[src/rtl/mem_bus_arbiter.sv]
// Two-port round-robin arbiter that shares a single-port memory bus between
// cache controllers A and B, with a per-transaction watchdog abort.
module mem_bus_arbiter #(
  parameter int ADDRESSBIT = 16,
  parameter int WORDSIZE   = 32,
  parameter int TIMEOUT    = 64
) (
  input  logic                  clk,
  input  logic                  rst_n,
  input  logic                  reqA,
  input  logic                  rdwtA,
  input  logic [ADDRESSBIT-1:0] addrA,
  input  logic [WORDSIZE-1:0]   dataInA,
  output logic                  ackA,
  output logic                  errA,
  output logic [WORDSIZE-1:0]   dataOutA,
  input  logic                  reqB,
  input  logic                  rdwtB,
  input  logic [ADDRESSBIT-1:0] addrB,
  input  logic [WORDSIZE-1:0]   dataInB,
  output logic                  ackB,
  output logic                  errB,
  output logic [WORDSIZE-1:0]   dataOutB,
  output logic                  mem_en,
  output logic                  mem_rdwt,
  output logic [ADDRESSBIT-1:0] mem_addr,
  output logic [WORDSIZE-1:0]   mem_wdata,
  input  logic [WORDSIZE-1:0]   mem_rdata,
  input  logic                  mem_ready
);

  localparam int WDW = (TIMEOUT > 2) ? $clog2(TIMEOUT) : 1;

  typedef enum logic [1:0] {IDLE, BUSY, DONE} state_t;

  state_t         state;
  logic           ptrB;      // 1 = B has priority on the next simultaneous request
  logic           ownerB;
  logic [WDW-1:0] watchdog;
  logic           grantB;

  // B wins when it is alone, or when both ask and the pointer favours B.
  assign grantB = reqB && (!reqA || ptrB);

  always_ff @(posedge clk or negedge rst_n) begin
    if (!rst_n) begin
      state     <= IDLE;
      ptrB      <= 1'b0;
      ownerB    <= 1'b0;
      watchdog  <= '0;
      ackA      <= 1'b0;
      errA      <= 1'b0;
      dataOutA  <= '0;
      ackB      <= 1'b0;
      errB      <= 1'b0;
      dataOutB  <= '0;
      mem_en    <= 1'b0;
      mem_rdwt  <= 1'b0;
      mem_addr  <= '0;
      mem_wdata <= '0;
    end else begin
      ackA <= 1'b0;
      errA <= 1'b0;
      ackB <= 1'b0;
      errB <= 1'b0;
      case (state)
        IDLE: begin
          if (reqA || reqB) begin
            ownerB    <= grantB;
            ptrB      <= !grantB;
            mem_rdwt  <= grantB ? rdwtB : rdwtA;
            mem_addr  <= grantB ? addrB : addrA;
            mem_wdata <= grantB ? dataInB : dataInA;
            watchdog  <= '0;
            mem_en    <= 1'b1;
            state     <= BUSY;
          end
        end
        BUSY: begin
          // Completion takes precedence over a coincident watchdog expiry.
          if (mem_ready) begin
            if (!mem_rdwt) begin
              if (ownerB) dataOutB <= mem_rdata;
              else        dataOutA <= mem_rdata;
            end
            ackA   <= !ownerB;
            ackB   <= ownerB;
            mem_en <= 1'b0;
            state  <= DONE;
          end else if (watchdog == WDW'(TIMEOUT - 1)) begin
            ackA   <= !ownerB;
            errA   <= !ownerB;
            ackB   <= ownerB;
            errB   <= ownerB;
            mem_en <= 1'b0;
            state  <= DONE;
          end else begin
            watchdog <= watchdog + 1'b1;
          end
        end
        DONE: begin
          state <= IDLE;
        end
        default: begin
          mem_en <= 1'b0;
          state  <= IDLE;
        end
      endcase
    end
  end

endmodule
[config.mk]
export PLATFORM = sky130hd
export DESIGN_NAME = mem_bus_arbiter
export DESIGN_NICKNAME = d
export VERILOG_FILES = /design/src/rtl/mem_bus_arbiter.sv
export SDC_FILE = /design/constraint.sdc
export NUM_CORES = 1
export LEC_CHECK = 0
export BUFFER_PORTS_ARGS = -buffer_cell sky130_fd_sc_hd__clkbuf_2
export CAP_MARGIN = 10
export CORE_MARGIN = 10
export CORE_UTILIZATION = 50
export CTS_CLUSTER_DIAMETER = 50
export DETAILED_ROUTE_END_ITERATION = 8
export PLACE_DENSITY = 0.86
export SLEW_MARGIN = 10
export SYNTH_ARGS = -nofsm -noshare
export SYNTH_HDL_FRONTEND = slang
export SYNTH_SLANG_ARGS = --single-unit
[constraint.sdc]
create_clock -name clk -period 5.3 [get_ports clk]
set_clock_uncertainty 0.2 [all_clocks]
set_input_delay 0.53 -clock clk [delete_from_list [all_inputs] [get_ports clk]]
set_output_delay 0.53 -clock clk [all_outputs]
set_load 0.03 [all_outputs]
==> results.py <==
metrics = {
    "synth": {
        "syn_inst": 363,
        "mappedNetlistArea_um2": 5170,
        "ys.warnings.count": 0,
        "ys_seq_area_share_pct": 62.0,
        "yosysUniqueCellTypes": 31,
        "postSynthAreaPerCell_um2": 14.2,
        "ys_ff_latch": 128,
        "syn_nets": 499,
    },
    "route": {
        "drtPass1Iterations": 9,
        "top_layer": "met4",
        "vias": 4256,
        "wl_met1_mm": 5.92,
        "wl_per_cell_um": 21.1,
        "antenna_left": 0,
        "wl_met2_mm": 7.81,
        "wl_mm": 16.2,
        "avgViaCountPerCell": 5.56,
        "drc_errors": 0,
        "drt_iter0_markers": 597,
        "wl_met3_mm": 2.01,
    },
    "worst_setup_path": {
        "r2r_slack_ns": 3.18,
        "crit_arrival_ns": 2.30,
        "start_kind": "flop",
        "slowest_stage": "or4b_4",
        "crit_path_end_kind": "flop",
        "cp_cell_sequence": "nand2b_4 -> or4b_4 -> mux2_4",
        "critPathMaxStageDelay_ns": 0.82,
        "crit_type": "reg -> reg",
        "required_ns": 5.48,
        "cp_max_fo": 32,
    },
    "clock_tree": {
        "max-clock-path-buffers": 2,
        "clk_latency_ns": 0.50,
        "cts_max_level": 4,
        "cts_root_buf": "clkbuf_8",
        "post_cts_resized": 0,
        "numCtsBuffers": 17,
        "cts_hold_buf": 1,
        "postCtsSetupRepairBufs": 0,
        "cts_tree": "done",
        "clock-sinks": 128,
        "clkTransAtPathRegs_ns": 0.06,
    },
    "timing": {
        "final-hold-violation-count": 0,
        "worstMarginPinSlew_ns": 0.762,
        "min_period_over_period_pct": 40.1,
        "rsz0062_at_grt": "no",
        "slew_headroom_pct": 49.2,
        "min_period_ns": 2.12,
        "final.setup.tns_ns": 0,
        "drv_slew": 0,
        "finalSetupViolations": 0,
        "fmax_mhz": 471,
    },
    "power_and_ir_drop": {
        "switching_power_mw": 2.32,
        "pwr_density_cell_nw_per_um2": 746,
        "ir_drop_mv": 0.378,
        "switching_share_pct": 43.7,
        "p_clk_share_pct": 22.0,
        "combPwrFrac_pct": 44.9,
        "p_leak_nw": 3.96,
        "p_seq_share_pct": 33.2,
        "p_int_mw": 2.99,
    },
    "grt": {
        "grt_max_degree": 63,
        "antenna_found_initial": 0,
        "grt_pass1_wl_mm": 24.7,
        "grt_overflow_total": 0,
        "first_global_vias": 4666,
        "grt_usage_pct": 20.9,
    },
    "floorplanning": {
        "dieHeight_um": 122,
        "dieArea_um2": 14800,
        "start_util_pct": 50.7,
        "row_count": 37,
        "boundaryPins": 253,
        "die_w_um": 122,
        "core_um2": 10200,
    },
    "cells_and_area": {
        "syn_to_final_growth_pct": 37.8,
        "layout.nets": 753,
        "num_antenna_cells": 0,
        "final_util_pct": 69.9,
        "drive_above_1_share_pct": 56.8,
        "n_fill_cell": 703,
    },
    "placed_design": {
        "port_buffers": 252,
        "hpwlAfterDp_mm": 12.2,
        "place.gp.congestion": 0.855,
    },
    "hold_path": {
        "hold_path.class": "in -> reg",
    },
    "status": {
        "outcome": "finished, final reports clean",
    },
    "flow_run": {
        "maxCapViolCount": 0,
    },
}
[worst paths after layout]
path                                               start                   endpoint  cells after the start
worst max-delay path                state[1]$_DFFE_PN0P_   dataOutA[24]$_DFFE_PN0P_                      3
worst min-delay path                               rdwtB       mem_rdwt$_DFFE_PN0P_                      3
worst max register to register      state[1]$_DFFE_PN0P_   dataOutA[24]$_DFFE_PN0P_                      3
worst min register to register  mem_wdata[9]$_DFFE_PN0P_   mem_wdata[9]$_DFFE_PN0P_                      2
max in group asynchronous                          rst_n  mem_wdata[30]$_DFFE_PN0P_                      3
min in group asynchronous                          rst_n    dataOutA[9]$_DFFE_PN0P_                      2
[state kept, by name, indices dropped and copies added, names as in the netlist]
name,count
watchdog,6
errB,1
mem_rdwt,1
dataOutA,32
ackB,1
mem_en,1
state,2
errA,1
ackA,1
ptrB,1
mem_wdata,32
dataOutB,32
mem_addr,16
ownerB,1
[critical path: cells and delay by family (launching register included)]
kind | cells | cell delay (ns)
DFF | 1 | 0.39
and+or+nand+nor | 2 | 1.00
muxes | 1 | 0.40
[cell usage after synthesis]
cell type | instances | area (um2)
or4b_4 | 1 | 13.8
a222oi_1 | 49 | 490
clkbuf_1 | 17 | 63.8
buf_2 | 3 | 15.0
o21ai_1 | 1 | 5.00
nor3b_2 | 1 | 12.5
nor2_1 | 3 | 11.3
nand3_1 | 6 | 30.0
buf_6 | 1 | 11.3
or3_1 | 1 | 6.26
nor4_1 | 1 | 6.26
nand2b_1 | 1 | 6.26
mux2_4 | 30 | 450
nand2_1 | 2 | 7.51
nor3_1 | 4 | 20.0
a21o_1 | 3 | 22.5
a21oi_1 | 4 | 20.0
mux2_2 | 34 | 383
and3_1 | 3 | 18.8
ha_1 | 1 | 12.5
a311o_2 | 1 | 11.3
a31oi_1 | 1 | 6.26
nand2b_4 | 1 | 13.8
and2_0 | 1 | 6.26
buf_12 | 3 | 60.1
inv_1 | 54 | 203
o21ai_0 | 3 | 15.0
a21boi_0 | 1 | 7.51
xnor2_1 | 1 | 8.76
dfrtp_1 | 128 | 3200
o2bb2ai_1 | 3 | 26.3
[power by group through the flow]
| stage | sequential (mW) | combinational (mW) | clock, mW |
|---|---|---|---|
| 2_1_floorplan | 2.56 | 0.808 | 0 |
| 3_3_place_gp | 1.72 | 2.33 | 0 |
| 3_5_place_dp | 1.76 | 2.41 | 0 |
| 4_1_cts | 1.76 | 2.41 | 1.19 |
| 5_1_grt | 1.81 | 2.53 | 1.24 |
| 6_report | 1.76 | 2.38 | 1.17 |
[cell families after synthesis]
logic type                 Yosys count  share of synthesized area [%]
AOI/OAI and AO/OA                   66                           11.7
xor gates and xnor gates             1                          0.170
adders and majority gates            1                          0.242
buffers and inverters               78                           6.83
DFF                                128                           62.0
muxes                               64                           16.1
and+or+nand+nor                     25                           2.95
[cell type report]
| type | instances | area, um2 | area share [%] |
|---|---|---|---|
| clock inverter | 14 | 181 | 2.55 |
| tap | 136 | 170 | 2.39 |
| sequential | 128 | 3200 | 45.0 |
| multi-input combinational | 157 | 1630 | 22.9 |
| timing repair buffer | 259 | 1320 | 18.5 |
| clock buffer | 18 | 418 | 5.87 |
| inverter | 54 | 203 | 2.85 |
[layer usage]
layer,up-vias,global-route usage (%)
li1,1851,-
met5,-,0
met3,29,9.90
met4,0,8.27
met2,303,34.6
met1,2073,22.9
[layout by cell type (no fill, tap or decap), types with 2 or more instances in the layout]
| cell | Yosys | layout |
|---|---|---|
| clkbuf_2 | 0 | 251 |
| dfrtp_1 | 128 | 128 |
| inv_1 | 54 | 54 |
| a222oi_1 | 49 | 49 |
| mux2_2 | 34 | 34 |
| mux2_4 | 30 | 30 |
| clkbuf_16 | 0 | 16 |
| buf_4 | 0 | 7 |
| nand3_1 | 6 | 6 |
| nor3_1 | 4 | 4 |
| a21oi_1 | 4 | 4 |
| and3_1 | 3 | 3 |
| nor2_1 | 3 | 3 |
| o2bb2ai_1 | 3 | 3 |
| o21ai_0 | 3 | 3 |
| a21o_1 | 3 | 3 |
| inv_6 | 0 | 3 |
| bufinv_16 | 0 | 3 |
| clkinvlp_4 | 0 | 3 |
| clkinv_4 | 0 | 3 |
| nand2_1 | 2 | 2 |
[through the flow]
stage	hold slack [ns]	cell area, um2	total power [mW]	setup WS, ns	cells
global placement	0.153	6510	4.05	3.13	733
floorplan	0.0344	5170	3.37	3.33	363
CTS	0.0202	7120	5.36	3.18	766
detailed placement	0.157	6510	4.16	3.09	733
global route	0.0332	7120	5.58	3.12	766
finish	0.0448	7120	5.31	3.18	766
(Power assumes the default switching activity.)
